===== src/rtl/alu_pkg.sv =====
// Shared definitions for the ALU scheduler: opcodes, FSM states and flag bit positions.
package alu_pkg;

  localparam logic [2:0] OpPass = 3'b000;
  localparam logic [2:0] OpAdd  = 3'b001;
  localparam logic [2:0] OpSub  = 3'b010;
  localparam logic [2:0] OpMul  = 3'b011;
  localparam logic [2:0] OpAnd  = 3'b100;
  localparam logic [2:0] OpOr   = 3'b101;
  localparam logic [2:0] OpXor  = 3'b110;
  localparam logic [2:0] OpDiv  = 3'b111;

  typedef enum logic [1:0] {
    StIdle,
    StExec,
    StIter,
    StResp
  } state_e;

  // Bit positions inside flags_out = {V, C, N, Z}
  localparam int unsigned FlagZ = 0;
  localparam int unsigned FlagN = 1;
  localparam int unsigned FlagC = 2;
  localparam int unsigned FlagV = 3;

endpackage


===== src/rtl/alu_core.sv =====
// Combinational single-cycle ALU: PASS/ADD/SUB/AND/OR/XOR with carry and signed overflow.
// For SUB, carry_o is the borrow (a < b). MUL/DIV opcodes yield zero here.
module alu_core #(
  parameter int unsigned WIDTH = 8
) (
  input  logic [2:0]       op_i,
  input  logic [WIDTH-1:0] a_i,
  input  logic [WIDTH-1:0] b_i,
  output logic [WIDTH-1:0] result_o,
  output logic             carry_o,
  output logic             ovf_o
);
  import alu_pkg::*;

  logic [WIDTH:0] sum;
  logic [WIDTH:0] diff;

  assign sum  = {1'b0, a_i} + {1'b0, b_i};
  assign diff = {1'b0, a_i} - {1'b0, b_i};

  // Opcode decode; flags stay low for everything but ADD/SUB
  always_comb begin
    result_o = '0;
    carry_o  = 1'b0;
    ovf_o    = 1'b0;
    case (op_i)
      OpPass: result_o = a_i;
      OpAdd: begin
        result_o = sum[WIDTH-1:0];
        carry_o  = sum[WIDTH];
        ovf_o    = (a_i[WIDTH-1] == b_i[WIDTH-1]) && (sum[WIDTH-1] != a_i[WIDTH-1]);
      end
      OpSub: begin
        result_o = diff[WIDTH-1:0];
        carry_o  = diff[WIDTH];
        ovf_o    = (a_i[WIDTH-1] != b_i[WIDTH-1]) && (diff[WIDTH-1] != a_i[WIDTH-1]);
      end
      OpAnd:   result_o = a_i & b_i;
      OpOr:    result_o = a_i | b_i;
      OpXor:   result_o = a_i ^ b_i;
      default: result_o = '0;
    endcase
  end

endmodule


===== src/rtl/alu_sched.sv =====
// Two-requester scheduler for one shared ALU. Single-cycle ops pass through alu_core;
// MUL (shift-add) and DIV (restoring) iterate one bit per cycle, reusing the core's
// ADD and SUB paths. One op in flight; result held until the response handshake.
module alu_sched #(
  parameter int unsigned WIDTH = 8,
  parameter int unsigned ITER  = 8
) (
  input  logic               clk_in,
  input  logic               rst_n_in,
  input  logic [1:0]         req_valid_in,
  output logic [1:0]         req_ready_out,
  input  logic [WIDTH-1:0]   req0_a_in,
  input  logic [WIDTH-1:0]   req1_a_in,
  input  logic [WIDTH-1:0]   req0_b_in,
  input  logic [WIDTH-1:0]   req1_b_in,
  input  logic [2:0]         req0_op_in,
  input  logic [2:0]         req1_op_in,
  output logic               rsp_valid_out,
  input  logic               rsp_ready_in,
  output logic               rsp_id_out,
  output logic [2*WIDTH-1:0] results_out,
  output logic [3:0]         flags_out
);
  import alu_pkg::*;

  localparam int unsigned CntW = $clog2(ITER) + 1;

  state_e             state_q, state_d;
  logic               rr_q, rr_d;
  logic               id_q, id_d;
  logic [2:0]         op_q, op_d;
  logic [WIDTH-1:0]   a_q, a_d;
  logic [WIDTH-1:0]   b_q, b_d;
  logic [WIDTH-1:0]   hi_q, hi_d;  // MUL accumulator / DIV remainder
  logic [WIDTH-1:0]   lo_q, lo_d;  // MUL multiplier / DIV quotient
  logic [CntW-1:0]    cnt_q, cnt_d;
  logic [2*WIDTH-1:0] res_q, res_d;
  logic [3:0]         flags_q, flags_d;

  logic               grant;
  logic               accept;
  logic [WIDTH-1:0]   sel_a, sel_b;
  logic [2:0]         sel_op;
  logic [2:0]         core_op;
  logic [WIDTH-1:0]   core_a, core_b, core_res;
  logic               core_c, core_v;

  // Arbitration: a lone requester wins outright, a tie goes to the round-robin pointer
  always_comb begin
    grant = rr_q;
    if (req_valid_in == 2'b01) begin
      grant = 1'b0;
    end else if (req_valid_in == 2'b10) begin
      grant = 1'b1;
    end
  end

  assign accept        = (state_q == StIdle) && (req_valid_in != 2'b00);
  assign req_ready_out = accept ? (grant ? 2'b10 : 2'b01) : 2'b00;
  assign sel_a         = grant ? req1_a_in : req0_a_in;
  assign sel_b         = grant ? req1_b_in : req0_b_in;
  assign sel_op        = grant ? req1_op_in : req0_op_in;

  // Core input steering: latched op in EXEC, partial sum / trial subtraction in ITER
  always_comb begin
    core_op = op_q;
    core_a  = a_q;
    core_b  = b_q;
    if (state_q == StIter) begin
      if (op_q == OpMul) begin
        core_op = OpAdd;
        core_a  = hi_q;
        core_b  = lo_q[0] ? a_q : '0;
      end else begin
        core_op = OpSub;
        core_a  = {hi_q[WIDTH-2:0], lo_q[WIDTH-1]};
        core_b  = b_q;
      end
    end
  end

  alu_core #(
    .WIDTH (WIDTH)
  ) u_core (
    .op_i     (core_op),
    .a_i      (core_a),
    .b_i      (core_b),
    .result_o (core_res),
    .carry_o  (core_c),
    .ovf_o    (core_v)
  );

  // FSM next state, operand latching, iteration datapath and result capture
  always_comb begin
    state_d = state_q;
    rr_d    = rr_q;
    id_d    = id_q;
    op_d    = op_q;
    a_d     = a_q;
    b_d     = b_q;
    hi_d    = hi_q;
    lo_d    = lo_q;
    cnt_d   = cnt_q;
    res_d   = res_q;
    flags_d = flags_q;
    case (state_q)
      StIdle: begin
        if (accept) begin
          rr_d  = ~grant;
          id_d  = grant;
          op_d  = sel_op;
          a_d   = sel_a;
          b_d   = sel_b;
          cnt_d = '0;
          hi_d  = '0;
          if (sel_op == OpMul) begin
            lo_d    = sel_b;
            state_d = StIter;
          end else if (sel_op == OpDiv) begin
            lo_d    = sel_a;
            state_d = StIter;
          end else begin
            state_d = StExec;
          end
        end
      end
      StExec: begin
        res_d          = {{WIDTH{1'b0}}, core_res};
        flags_d        = '0;
        flags_d[FlagZ] = (core_res == '0);
        flags_d[FlagN] = core_res[WIDTH-1];
        flags_d[FlagC] = core_c;
        flags_d[FlagV] = core_v;
        state_d        = StResp;
      end
      StIter: begin
        if (op_q == OpMul) begin
          hi_d = {core_c, core_res[WIDTH-1:1]};
          lo_d = {core_res[0], lo_q[WIDTH-1:1]};
        end else if (hi_q[WIDTH-1] || !core_c) begin
          // Trial subtraction fits (a set shifted-out bit always fits)
          hi_d = core_res;
          lo_d = {lo_q[WIDTH-2:0], 1'b1};
        end else begin
          hi_d = core_a;
          lo_d = {lo_q[WIDTH-2:0], 1'b0};
        end
        cnt_d = cnt_q + 1'b1;
        if (cnt_q == CntW'(ITER - 1)) begin
          res_d   = {hi_d, lo_d};
          flags_d = '0;
          if (op_q == OpMul) begin
            flags_d[FlagZ] = ({hi_d, lo_d} == '0);
            flags_d[FlagN] = hi_d[WIDTH-1];
            flags_d[FlagV] = (hi_d != '0);
          end else begin
            flags_d[FlagZ] = (lo_d == '0);
            flags_d[FlagN] = lo_d[WIDTH-1];
            flags_d[FlagV] = (b_q == '0);
          end
          state_d = StResp;
        end
      end
      StResp: begin
        if (rsp_ready_in) begin
          state_d = StIdle;
        end
      end
      default: state_d = StIdle;
    endcase
  end

  // State registers; reset discards any in-flight op
  always_ff @(posedge clk_in or negedge rst_n_in) begin
    if (!rst_n_in) begin
      state_q <= StIdle;
      rr_q    <= 1'b0;
      id_q    <= 1'b0;
      op_q    <= '0;
      a_q     <= '0;
      b_q     <= '0;
      hi_q    <= '0;
      lo_q    <= '0;
      cnt_q   <= '0;
      res_q   <= '0;
      flags_q <= '0;
    end else begin
      state_q <= state_d;
      rr_q    <= rr_d;
      id_q    <= id_d;
      op_q    <= op_d;
      a_q     <= a_d;
      b_q     <= b_d;
      hi_q    <= hi_d;
      lo_q    <= lo_d;
      cnt_q   <= cnt_d;
      res_q   <= res_d;
      flags_q <= flags_d;
    end
  end

  assign rsp_valid_out = (state_q == StResp);
  assign rsp_id_out    = id_q;
  assign results_out   = res_q;
  assign flags_out     = flags_q;

endmodule


===== config.mk =====
export PLATFORM = sky130hd
export DESIGN_NAME = alu_sched
export DESIGN_NICKNAME = d
export VERILOG_FILES = /design/src/rtl/alu_pkg.sv /design/src/rtl/alu_core.sv /design/src/rtl/alu_sched.sv
export SDC_FILE = /design/constraint.sdc
export NUM_CORES = 1
export LEC_CHECK = 0
export ABC_AREA = 1
export BUFFER_PORTS_ARGS = -buffer_cell sky130_fd_sc_hd__buf_4
export CORE_ASPECT_RATIO = 1.75
export CORE_MARGIN = 2
export CORE_UTILIZATION = 60
export CTS_CLUSTER_SIZE = 30
export DETAILED_ROUTE_END_ITERATION = 6
export PLACE_DENSITY = 0.9
export SKIP_CTS_REPAIR_TIMING = 1
export SLEW_MARGIN = 20
export SYNTH_ARGS = -nofsm -noshare
export SYNTH_HDL_FRONTEND = slang
export SYNTH_HIERARCHICAL = 1
export SYNTH_SLANG_ARGS = --single-unit

===== constraint.sdc =====
create_clock -name clk_in -period 5.5 [get_ports clk_in]
set_clock_uncertainty 0.1 [all_clocks]
set_input_delay 0.825 -clock clk_in [delete_from_list [all_inputs] [get_ports clk_in]]
set_output_delay 0.825 -clock clk_in [all_outputs]
set_load 0.005 [all_outputs]

Yosys cells after proc, flatten, opt, wreduce, memory -nomap -nowiden
Cells that the tools add are included.
{ "totals": {"word_cells": 103, "in_bits": 43, "output_inout_bits": 24, "ff_bits": 63} }
{ "op_classes": {"addsub": 3, "bitwise": 4, "reduce_logical": 20, "eq_ne": 22, "muxes": 43} }
{ "op_table": {"columns": ["operator", "n"], "rows": [
  ["8-bit two-way mux", 16],
  ["8-bit one-hot mux with 6 select lines", 1],
  ["16-bit one-hot mux with 2 select lines", 1],
  ["8-bit one-hot mux with 2 select lines", 2],
  ["8-bit zero test", 3],
  ["2-bit two-way mux", 9],
  ["16-bit zero test", 1],
  ["16-bit two-way mux", 1],
  ["4-bit one-hot mux with 2 select lines", 2],
  ["3-bit equality test (second input constant)", 4],
  ["8-bit by 8-bit adder with 9-bit output", 1],
  ["3-bit by 2-bit equality test with 1-bit output (second input constant)", 3],
  ["8-bit by 8-bit subtractor with 9-bit output", 1],
  ["8-bit AND", 1],
  ["4-bit two-way mux", 2],
  ["8-bit OR", 1],
  ["2-bit one-hot mux with 4 select lines", 1],
  ["8-bit nonzero test", 1],
  ["8-bit XOR", 1],
  ["2-bit equality test (second input constant)", 3],
  ["3-bit two-way mux", 2],
  ["2-bit AND reduction", 3],
  ["3-bit AND reduction", 2],
  ["2-bit nonzero test", 3],
  ["17 further kinds", 27]
]} }

Longest topological paths before layout
Gate-level depths: netlist of the first run.
{ "logic_depth": {"word_depth": 14, "mapped_depth": 32, "depth_no_buf": 28} }

Hierarchy
Netlist of the first run, hierarchy kept.
{ "modules_own_cells": {"columns": ["mod", "n_inst", "seq_area_each_um2", "cells_each", "area_each_um2"], "rows": [
  ["alu_sched", 1, 1576.5, 481, 3777.4],
  ["alu_core", 1, 0.0, 238, 1318.8]
]} }

Worst setup path before layout of the first run
OpenSTA, ideal clock, no wires.
{ "synth_path": {"kind": "register to register", "startpoint": "register state_q[0]", "endpoint": "register flags_q[0], in the netlist flags_out[0]", "synth_period_minus_slack_ns": 3.697, "required_ns": 5.323, "path_buffers": 5, "path_stages_with_launch": 32, "setup_time_ns": 0.077, "t_arrival_ns": 3.519, "slack_ns": 1.803, "path_cell_list": "dfrtp_1 > inv_1 > ha_1 > buf_4 > inv_2 > buf_6 > nor2_4 > buf_1 > nand3_1 > nand2_1 > inv_1 > ha_1 > buf_2 > nand2_1 > inv_2 > nand2_1 > nand3_1 > nand4_1 > nand2_1 > nand2_1 > nand2_1 > inv_1 > nor2_2 > buf_2 > nand4_1 > a21oi_1 > nand2_1 > nor2_1 > nand2_1 > nand2_1 > nand2_1 > a21oi_1"} }
{ "synth_between": {"elab_chain_len": 13, "elab_cells_between_ends": 35, "classes_between": "2 x add/sub; 8 x eq/ne; 14 x mux; 3 x bitwise; 8 x reduce/logical"} }
{ "synth_rtl": {"columns": ["element", "line", "source"], "rows": [
  ["start, declared", "alu_sched.sv:28", "state_e state_q, state_d;"],
  ["start signal, assigned", "alu_sched.sv:176", "state_q <= StIdle;"],
  ["start signal, assigned", "alu_sched.sv:188", "state_q <= state_d;"],
  ["2-bit equality test *", "alu_sched.sv:69", "if (state_q == StIter) begin"],
  ["8-bit two-way mux *", "alu_sched.sv:69", null],
  ["via core_b[2]", "alu_sched.sv:45", "logic [WIDTH-1:0] core_a, core_b, core_res;"],
  ["8-bit by 8-bit subtractor with 9-bit output / 8-bit by 8-bit adder with 9-bit output (equally long branches)", "alu_core.sv:19, alu_core.sv:18", null],
  ["1-bit one-hot mux with 2 select lines *", "alu_core.sv:26", "case (op_i)"],
  ["via core_c", "alu_sched.sv:46", "logic core_c, core_v;"],
  ["1-bit zero test", "alu_sched.sv:140", "end else if (hi_q[WIDTH-1] || !core_c) begin"],
  ["1-bit logical OR", "alu_sched.sv:140", null],
  ["1-bit two-way mux / 8-bit two-way mux (equally long branches)", "alu_sched.sv:140", null],
  ["8-bit two-way mux", "alu_sched.sv:137", "if (op_q == OpMul) begin"],
  ["8-bit two-way mux", "alu_sched.sv:106", "case (state_q)"],
  ["16-bit zero test / 8-bit zero test (equally long branches)", "alu_sched.sv:153, alu_sched.sv:157", null],
  ["2-bit two-way mux *", "alu_sched.sv:152", "if (op_q == OpMul) begin"],
  ["4-bit two-way mux *", "alu_sched.sv:149", "if (cnt_q == CntW'(ITER - 1)) begin"],
  ["4-bit one-hot mux with 2 select lines *", "alu_sched.sv:106", null],
  ["end signal, assigned", "alu_sched.sv:198", "flags_q <= flags_d;"],
  ["end, declared", "alu_sched.sv:38", "logic [3:0] flags_q, flags_d;"]
]} }
Mark *: on every way through the listed nets, which the timed path passes. The rest lies on a longest branch. The select of a mux whose other input is x is not followed.
A chain may end at the register's enable or synchronous reset.

Worst setup path after layout of the first run
{ "layout_path": {"startpoint": "register state_q[0]", "endpoint": "register flags_q[0], in the netlist flags_out[0]"} }
{ "layout_between": {"elab_chain_len": 13, "elab_cells_between_ends": 35, "classes_between": "2 x add/sub; 8 x eq/ne; 14 x mux; 3 x bitwise; 8 x reduce/logical"} }
{ "layout_rtl": {"columns": ["element", "line"], "rows": [
  ["2-bit equality test *", "alu_sched.sv:69"],
  ["8-bit two-way mux *", "alu_sched.sv:69"],
  ["via core_a[2]", "alu_sched.sv:45"],
  ["8-bit by 8-bit subtractor with 9-bit output / 8-bit by 8-bit adder with 9-bit output (equally long branches)", "alu_core.sv:19, alu_core.sv:18"],
  ["1-bit one-hot mux with 2 select lines *", "alu_core.sv:26"],
  ["via core_c", "alu_sched.sv:46"],
  ["1-bit zero test", "alu_sched.sv:140"],
  ["1-bit logical OR", "alu_sched.sv:140"],
  ["1-bit two-way mux / 8-bit two-way mux (equally long branches)", "alu_sched.sv:140"],
  ["8-bit two-way mux", "alu_sched.sv:137"],
  ["8-bit two-way mux", "alu_sched.sv:106"],
  ["16-bit zero test / 8-bit zero test (equally long branches)", "alu_sched.sv:153, alu_sched.sv:157"],
  ["2-bit two-way mux *", "alu_sched.sv:152"],
  ["4-bit two-way mux *", "alu_sched.sv:149"],
  ["4-bit one-hot mux with 2 select lines *", "alu_sched.sv:106"]
]} }
Marked as above.

==> run_results.csv, run 1 <==
group,metric,value,unit
critical_path,cp.arrival,4.52,ns
global_routing,grt_max_degree,64,
cells_and_area,layout_common_cells,"nand2_1 (185), buf_4 (71), nand3_1 (67), dfrtp_1 (63), inv_1 (59)",
global_routing,antenna_found_initial,0,
route,drtIter0Drc,456,
floorplanning,start_util,61.7,%
timing,tightest_slew,1.02,ns
route,vias_per_cell,6.24,
route,first_pass_iters,7,
critical_path,end_kind,"flop",
critical_path,critPathRequiredTime,5.66,ns
synth,synth-main-ff-cell,"dfrtp_1",
synth,synth_nets,794,
run,drv_cap,0,
global_routing,overflow,0,
placed_design,gp_congestion,0.955,
synth,synth_edf_count,0,
timing,fmaxAchievable,229,MHz
synth,synth_seq_cells,63,
timing,slew_violations,0,
clock_network,clkTransAtPathRegs,0.06,ns
synth,synth.avg_cell_area,7.09,µm²
placed_design,dp_hpwl,13100,µm
placed_design,place_area,5570,µm²
synth,ys_seq_area_share,30.9,%
run_status,status,"completed",
global_routing,grt_pass1_wl,27700,µm
synth,synthesis.area,5100,µm²
floorplanning,io-pin-count,67,
cells_and_area,nets,846,
cells_and_area,postLayoutCellArea,5870,µm²
clock_network,cts_inserted_buffers,9,
clock_network,htreeDepth,3,
cells_and_area,area_growth,15.1,%
clock_network,cts-root-buf,"clkbuf_16",
clock_network,clock_sinks,63,
worst_hold_path,hold_class,"flop to flop",
timing,post-route-period-util,79.4,%
global_routing,grt_use_total,39.6,%
placed_design,io_buffers,66,
timing,setup_viol,0,
synth,synthCells,719,
clock_network,cts_buffer_depth,2,
cells_and_area,final_common_cell,"nand2_1",
timing,rsz0062_at_grt,"false",
critical_path,crit_fanout,26,
clock_network,clkLatencyLatePin,0.33,ns
cells_and_area,drive_above_1_share,18.2,%
synth,yosys_warnings,6,
route,ant_nets,0,
synth,synth_cell_types,52,
floorplanning,die-area,9280,µm²
floorplanning,core.rowCount,44,
timing,fin_tns_setup,0,ns
route,vias,5420,
timing,finalHoldViolations,0,
timing,max_slew_margin,32.1,%
route,remaining_drc_errors,0,
floorplanning,coreArea,8260,µm²
global_routing,grt_pass1_vias,5424,
critical_path,crit_type,"flop to flop",
route,wl_per_cell,20.1,µm
floorplanning,die_w,73.7,µm
route,totalWireLength,17500,µm
cells_and_area,diodes,0,
critical_path,startpoint_type,"flop",
timing,fin_crit,4.37,ns
synth,async_flop_share,100,%
floorplanning,die_h,126,µm
clock_network,cts_tree,"yes",
==> final timing paths <==
kind / slack [ns] / cells after the start / to / start
setup / recovery: 1.13 / 26 / flags_out[0] / state_q[0]
hold / removal: 0.38 / 2 / results_out[12] / results_out[12]
setup reg to reg: 1.13 / 26 / flags_out[0] / state_q[0]
hold reg to reg: 0.38 / 2 / results_out[12] / results_out[12]
max in group asynchronous: 4.27 / 1 / results_out[12] / rst_n_in
min in group asynchronous: 0.46 / 1 / rsp_id_out / rst_n_in
==> through the flow <==
step | setup slack (ns) | utilization, % | std cells | hold slack, ns
2_1_floorplan | 1.80 | - | 719 | 0.368
3_3_place_gp | 1.37 | 67.5 | 852 | 0.372
3_5_place_dp | 1.28 | 67.5 | 852 | 0.375
5_1_grt | 0.638 | 71.1 | 868 | 0.416
6_report | 1.13 | 71.1 | 868 | 0.385
4_1_cts | 1.26 | 71.1 | 868 | 0.388
==> synth_stat cells, types with 2 or more instances <==
library cell | number | area [µm²]
clkinv_1 | 2 | 7.51
o21ai_1 | 6 | 30.0
nor4_1 | 2 | 12.5
buf_2 | 10 | 50.1
inv_2 | 19 | 71.3
or2_1 | 4 | 25.0
a31oi_1 | 3 | 18.8
o22ai_1 | 7 | 43.8
or2_2 | 7 | 43.8
nand2_1 | 185 | 694
clkbuf_1 | 12 | 45.0
o21ai_0 | 55 | 275
ha_1 | 30 | 375
or2_0 | 4 | 25.0
nand2_4 | 2 | 22.5
nand3_1 | 67 | 335
buf_6 | 4 | 45.0
fa_1 | 2 | 40.0
a31oi_2 | 7 | 87.6
a21boi_1 | 5 | 37.5
o31ai_1 | 2 | 15.0
nand3b_1 | 4 | 30.0
buf_4 | 2 | 15.0
nand4_1 | 17 | 106
dfrtp_1 | 63 | 1580
inv_1 | 59 | 221
nor2_1 | 49 | 184
a21oi_1 | 38 | 190
mux2i_1 | 17 | 170
nand3_2 | 2 | 20.0
nor2_2 | 4 | 25.0
nor3_1 | 5 | 25.0
nand2_2 | 3 | 18.8
o21a_1 | 2 | 15.0
nor2_4 | 2 | 22.5
==> layout make-up <==
type,instances,area [µm²]
Clock buffer,9,225
Clock inverter,7,72.6
Fill cell,649,2390
Inverter,81,309
Multi-Input combinational cell,545,3040
Sequential cell,63,1580
Tap cell,92,115
Timing Repair Buffer,71,533
==> registers in the layout, summed over array words and instances (netlist names) <==
register,cells
hi_q,8
state_q,2
a_q,8
cnt_q,4
flags_out,4
rsp_id_out,1
lo_q,8
results_out,16
rr_q,1
b_q,8
op_q,3
==> layer usage <==
metal | wire length (µm) | track usage (%) | part of all wire [%]
met5 | 0 | 0 | 0
met4 | 1460 | 27.1 | 8.4
met3 | 991 | 7.84 | 5.7
met2 | 9410 | 70.3 | 54
met1 | 5600 | 39.6 | 32
==> cells by family (layout without fill, tap and decap cells) <==
kind of cell	after synthesis	count (layout)	synth area share, %
AND/OR/NAND/NOR	360	360	32.0
AO/OA/AOI/OAI	135	135	15.8
buffers and inverters	111	168	9.48
flip-flops	63	63	30.9
adder cells (fa/ha/maj)	32	32	8.15
multiplexers	18	18	3.56
==> critical path, stage by stage (launching register included) <==
cell,delay (ns)
dfrtp_1,0.36
inv_1,0.08
ha_1,0.22
inv_2,0.19
buf_4,0.32
nand2_1,0.12
nand3_1,0.21
inv_1,0.07
ha_1,0.50
nand2_1,0.12
inv_2,0.07
nand2_1,0.07
nand3_1,0.13
nand4_1,0.10
nand2_1,0.08
nand2_1,0.05
nand2_1,0.08
inv_1,0.07
nor2_2,0.48
nand4_1,0.16
a21oi_1,0.20
nand2_1,0.09
nor2_1,0.10
nand2_1,0.08
nand2_1,0.06
nand2_1,0.04
a21oi_1,0.13
Power of run 1 is not shown: default switching activity piles up to over one toggle a cycle in this logic, so the estimate is an artifact.
==> inputs of run 2 (changes only) <==
ABC_AREA = 0   (was 1)
CORE_UTILIZATION = 59   (was 60)
PLACE_DENSITY = 0.89   (was 0.9)
clock period = 4.4 ns   (was 5.5 ns; I/O delays follow)
==> run 2 against run 1 <==
Net effect: worst setup slack worse by 0.99 ns; core utilization is 4.3 points higher; non-clock buffer count up 50; clock-buffer cell count is 2 higher; register-to-register slack worse by 0.99 ns; via count rose by 0.44%; sequential share of layout area shrank 2.6 points; synthesized cell count shrank 11%; area after synthesis up 1.4%; worst hold slack worse by 0.097 ns; critical endpoint is now flags_out[3].
==> run_results.csv, run 2 <==
group,metric,value,unit
timing,fmaxAchievable,235,MHz
floorplanning,die-area,9550,µm²
clock_network,cts-root-buf,"clkbuf_16",
clock_network,cts_tree,"yes",
synth,ys_top_cells_by_area,"dfrtp_1 (31%), nand2_1 (8.4%), o21ai_0 (8.1%)",
timing,fin_crit,4.26,ns
timing,tightest_slew,0.857,ns
global_routing,grt_pass1_vias,5587,
clock_network,htreeDepth,3,
route,wl_per_cell,21.2,µm
timing,setup_viol,0,
clock_network,clkLatencyLatePin,0.34,ns
synth,synthAdderAreaFrac,8.04,%
route,vias_per_cell,6.40,
synth,synth.avg_cell_area,8.11,µm²
timing,post-route-period-util,96.9,%
cells_and_area,nFillCells,625,
critical_path,critPathRequiredTime,4.58,ns
synth,synth_seq_cells,63,
cells_and_area,fin_util,75.4,%
critical_path,startpoint_type,"flop",
synth,synth.most_common_cell,"nand2_1",
cells_and_area,drive_above_1_share,25.9,%
critical_path,critPathMaxStageDelay,0.62,ns
route,ant_nets,0,
critical_path,crit_top_cell,"o21a_1",
cells_and_area,diodes,0,
global_routing,grt_busiest_layer,"met2",
timing,finalHoldViolations,0,
placed_design,dp_hpwl,13800,µm
critical_path,crit_family,"compound AO/OA/AOI/OAI gates",
placed_design,gp_congestion,0.971,
timing,max_slew_margin,42.3,%
cells_and_area,area_growth,25.7,%
cells_and_area,postLayoutCellArea,6490,µm²
worst_hold_path,hold_class,"primary input to asynchronous set/reset pin",
synth,synthSimpleGateAreaFrac,18.4,%
critical_path,crit_chain,"and3b_2 -> nand2_2 -> buf_4 -> nor2_2 -> a21oi_4 -> inv_1 -> ha_1 -> o21bai_1 -> a211oi_1 -> xnor2_1 -> o21a_1 -> o22ai_1 -> mux2i_2 -> a32oi_1 -> a2111oi_4 -> o2111ai_1 -> o21a_1",
synth,synth_top_area_cell,"dfrtp_1",
floorplanning,core.rowCount,45,
critical_path,crit_slowest_cell,"o22ai_1",
critical_path,crit_fanout,6,
clock_network,clkTransAtPathRegs,0.06,ns
critical_path,end_kind,"flop",
timing,fin_tns_setup,0,ns
synth,synthXorXnorAreaFrac,0.848,%
global_routing,overflow,0,
global_routing,grt_use_met3,7.23,%
cells_and_area,nets,804,
cells_and_area,final_common_cell,"buf_4",
floorplanning,die_h,128,µm
route,remaining_drc_errors,0,
run,drv_cap,0,
route,totalWireLength,18000,µm
placed_design,place_area,6050,µm²
critical_path,cp.arrival,4.44,ns
synth,synth_cell_types,71,
synth,synth_compound_area_share,24.9,%
synth,synth-main-ff-cell,"dfrtp_1",
synth,muxShareOfSynthArea,11.1,%
synth,synth_edf_count,0,
floorplanning,start_util,60.0,%
run_status,status,"completed",
cells_and_area,layout_common_cells,"buf_4 (119), nand2_1 (115), o21ai_0 (77), dfrtp_1 (63), nor2_1 (38)",
critical_path,worst-path-buf-inv,2,
critical_path,crit_type,"flop to flop",
floorplanning,coreArea,8610,µm²
placed_design,io_buffers,66,
global_routing,antenna_found_initial,0,
global_routing,grt_max_degree,64,
route,drtIter0Drc,349,
route,vias,5444,
timing,slew_violations,0,
global_routing,grt_pass1_wl,28200,µm
synth,netlist.area_leader.share,30.5,%
synth,ys_top_cells_by_count,"nand2_1 (116), o21ai_0 (84), dfrtp_1 (63)",
cells_and_area,largest_reg_flops,16,
floorplanning,die_w,74.7,µm
synth,synth_nets,712,
clock_network,cts_buffer_depth,2,
clock_network,cts_inserted_buffers,9,
floorplanning,io-pin-count,67,
synth,ys_seq_area_share,30.5,%
global_routing,grt_use_total,39.7,%
route,first_pass_iters,5,
global_routing,grt_use_met2,69.0,%
clock_network,clock_sinks,63,
synth,yosys_warnings,6,
synth,synthesis.area,5170,µm²
synth,async_flop_share,100,%
synth,synthCells,637,
global_routing,met1_usage,38.9,%
synth,synth_top_family_by_area,"compound AO/OA/AOI/OAI gates",
run 2: cell count changes in the layout (fill, tap and decap cells not counted), sizes merged, moves of 15 or more:
cell   before  now
nand3      69   13
buf        71  121
nor2       56   39
mux2        1   18
or2        15    0
mux2i      17   35
a21oi      39   21
o21ai      63   87
inv        80   31
nand2     190  117
run 2: routing by layer:
| metal | wire [µm] | share of wire, % | vias to the layer above |
|---|---|---|---|
| li1 | - | - | 2462 |
| met4 | 1720 | 9.5 | 0 |
| met1 | 5750 | 32 | 2634 |
| met2 | 9610 | 53 | 243 |
| met3 | 921 | 5.1 | 105 |
| met5 | 0 | 0 | - |
run 2: worst paths after layout:
path	start	slack, ns	depth (start not counted)	end
worst max-delay path	op_q[1]	0.14	17	flags_out[3]
worst min-delay path	rst_n_in	0.29	1	a_q[6]
worst max register to register	op_q[1]	0.14	17	flags_out[3]
worst min register to register	results_out[2]	0.38	2	results_out[2]
max in group asynchronous	rst_n_in	3.36	1	results_out[8]
min in group clk_in	results_out[2]	0.38	2	results_out[2]
run 2: stage by stage:
stage	worst slack, ns	std cells	hold slack, ns
after floorplan	0.000997	637	0.264
after global placement	0.0311	833	0.362
final	0.137	851	0.288
after detailed placement	-0.0193	833	0.375
after CTS	-0.0838	849	0.330
after global routing	-0.0603	851	0.367
run 2: area by class of cell:
class | instances | area [µm²] | share of cell area [%]
Clock buffer | 11 | 243 | 3.74
Clock inverter | 5 | 81.3 | 1.25
Inverter | 32 | 120 | 1.85
Multi-Input combinational cell | 502 | 3400 | 52.4
Sequential cell | 63 | 1580 | 24.3
Tap cell | 117 | 146 | 2.25
Timing Repair Buffer | 121 | 925 | 14.2
run 2: cells by family after synthesis:
group	Yosys count
muxes	54
AOI/OAI and AO/OA	198
and+or+nand+nor	213
adders and majority gates	32
DFF	63
buffers and inverters	72
xor gates and xnor gates	5
Power of run 2 is left out for the same reason.
==> inputs of run 3 (changes only) <==
CORE_MARGIN = 1   (was 2)
SYNTH_HIERARCHICAL = not set   (was 1)
==> run 3 against run 2 <==
Net effect: core utilization shrank 0.58 points; register-to-register slack better by 0.08 ns; worst setup slack improved by 0.084 ns; critical endpoint unchanged; largest cell class unchanged; critical path type unchanged; cell area is 4.2% lower.
==> run_results.csv, run 3 <==
group,metric,value,unit
run_status,status,"completed",
synth,ys_top_cells_by_count,"nand2_1 (113), o21ai_0 (75), dfrtp_1 (63)",
floorplanning,core.rowCount,44,
critical_path,crit_chain,"inv_1 -> ha_2 -> nand4b_4 -> o21ai_0 -> buf_4 -> inv_1 -> ha_1 -> o21a_1 -> o211ai_1 -> or2_2 -> o32ai_4 -> mux2_1 -> mux2i_1 -> and4_1 -> a21oi_2 -> a221o_1",
critical_path,crit_top_cell,"inv_1",
synth,synth.avg_cell_area,8.28,µm²
route,remaining_drc_errors,0,
timing,slew_violations,0,
critical_path,worst-path-buf-inv,3,
clock_network,htreeDepth,3,
run,drv_cap,0,
critical_path,critPathMaxStageDelay,0.43,ns
route,ant_nets,0,
placed_design,gp_congestion,1.04,
clock_network,clkLatencyLatePin,0.34,ns
synth,ys_seq_area_share,31.0,%
synth,synth_seq_cells,63,
floorplanning,coreArea,8310,µm²
critical_path,crit_type,"flop to flop",
cells_and_area,layout_common_cells,"nand2_1 (113), buf_4 (104), o21ai_0 (75), dfrtp_1 (63), nor2_1 (43)",
global_routing,overflow,0,
global_routing,grt_max_degree,64,
placed_design,pre_cts_slack,0.144,ns
cells_and_area,largest_reg_flops,16,
placed_design,dp_hpwl,12200,µm
route,drtIter0Drc,526,
synth,synth_cell_types,76,
clock_network,cts_tree,"yes",
cells_and_area,nets,767,
global_routing,antenna_found_initial,0,
timing,fin_crit,4.18,ns
synth,synth-main-ff-cell,"dfrtp_1",
timing,fin_tns_setup,0,ns
floorplanning,io-pin-count,67,
clock_network,cts-root-buf,"clkbuf_16",
global_routing,grt_use_total,38.7,%
route,totalWireLength,16800,µm
synth,ys_top_cells_by_area,"dfrtp_1 (31%), nand2_1 (8.3%), mux2i_1 (7.9%)",
route,vias,5237,
route,wl_per_cell,20.6,µm
timing,max_slew_margin,47.8,%
synth,synth.most_common_cell,"nand2_1",
global_routing,grt_pass1_vias,5244,
route,first_pass_iters,7,
synth,synth_edf_count,0,
placed_design,io_buffers,66,
clock_network,cts_buffer_depth,2,
clock_network,clkTransAtPathRegs,0.06,ns
critical_path,cp.arrival,4.30,ns
cells_and_area,nFillCells,573,
critical_path,startpoint_type,"flop",
synth,synth_top_area_cell,"dfrtp_1",
worst_hold_path,hold_class,"primary input to asynchronous set/reset pin",
timing,post-route-period-util,95.0,%
cells_and_area,final_common_cell,"nand2_1",
timing,setup_viol,0,
critical_path,critPathRequiredTime,4.52,ns
cells_and_area,drive_above_1_share,22.7,%
floorplanning,die-area,9020,µm²
synth,synth_nets,688,
timing,worst_slack,0.221,ns
timing,tightest_slew,0.783,ns
global_routing,grt_pass1_wl,26400,µm
synth,netlist.area_leader.share,31.0,%
synth,async_flop_share,100,%
synth,synthesis.area,5090,µm²
clock_network,cts_inserted_buffers,9,
synth,synthCells,615,
critical_path,crit_family,"compound AO/OA/AOI/OAI gates",
timing,finalHoldViolations,0,
critical_path,crit_slowest_cell,"ha_1",
timing,rsz0062_at_grt,"false",
synth,yosys_warnings,0,
route,vias_per_cell,6.43,
floorplanning,die_h,125,µm
cells_and_area,area_growth,22.2,%
critical_path,crit_fanout,14,
timing,fmaxAchievable,239,MHz
clock_network,clock_sinks,63,
floorplanning,start_util,61.2,%
critical_path,end_kind,"flop",
cells_and_area,diodes,0,
floorplanning,die_w,72.2,µm
## run 3: kinds of logic after synthesis
family | after synthesis | share of synthesized area [%]
xor gates and xnor gates | 5 | 1.01
adders and majority gates | 31 | 7.87
and+or+nand+nor | 219 | 20.1
AOI/OAI and AO/OA | 176 | 22.0
DFF | 63 | 31.0
muxes | 53 | 12.3
buffers and inverters | 68 | 5.73
## run 3: metrics by stage
stage / hold slack (ns) / area (µm²) / utilization (%) / std cells
6_report: 0.302 / 6220 / 74.8 / 814
5_1_grt: 0.380 / 6220 / 74.8 / 814
4_1_cts: 0.335 / 6140 / 73.8 / 806
3_5_place_dp: 0.372 / 5810 / 69.8 / 790
3_3_place_gp: 0.366 / 5810 / 69.8 / 790
2_1_floorplan: 0.264 / 5090 / - / 615
## run 3: routing by layer
layer | vias to the layer above | GRT usage, % | share of wire (%)
li1 | 2339 | - | -
met2 | 327 | 67.1 | 52
met3 | 92 | 5.42 | 6.3
met1 | 2479 | 41.0 | 34
met4 | 0 | 29.0 | 8.4
met5 | - | 0 | 0
## run 3: final cells by class
class / instances / area, µm² / area share [%]
inverter: 31 / 116 / 1.87
clock buffer: 10 / 239 / 3.84
clock inverter: 6 / 92.6 / 1.49
tap: 115 / 144 / 2.31
multi-input combinational: 484 / 3250 / 52.3
sequential: 63 / 1580 / 25.3
timing repair buffer: 105 / 801 / 12.9
## run 3: worst paths after layout
check	start	to	slack, ns	depth (start not counted)
min in group clk_in	results_out[13]	results_out[13]	0.38	2
max reg2reg	state_q[0]	flags_out[3]	0.22	16
max	state_q[0]	flags_out[3]	0.22	16
min reg2reg	results_out[13]	results_out[13]	0.38	2
max in group asynchronous	rst_n_in	a_q[4]	3.38	1
min	rst_n_in	results_out[12]	0.30	1
Power of run 3 is left out for the same reason.
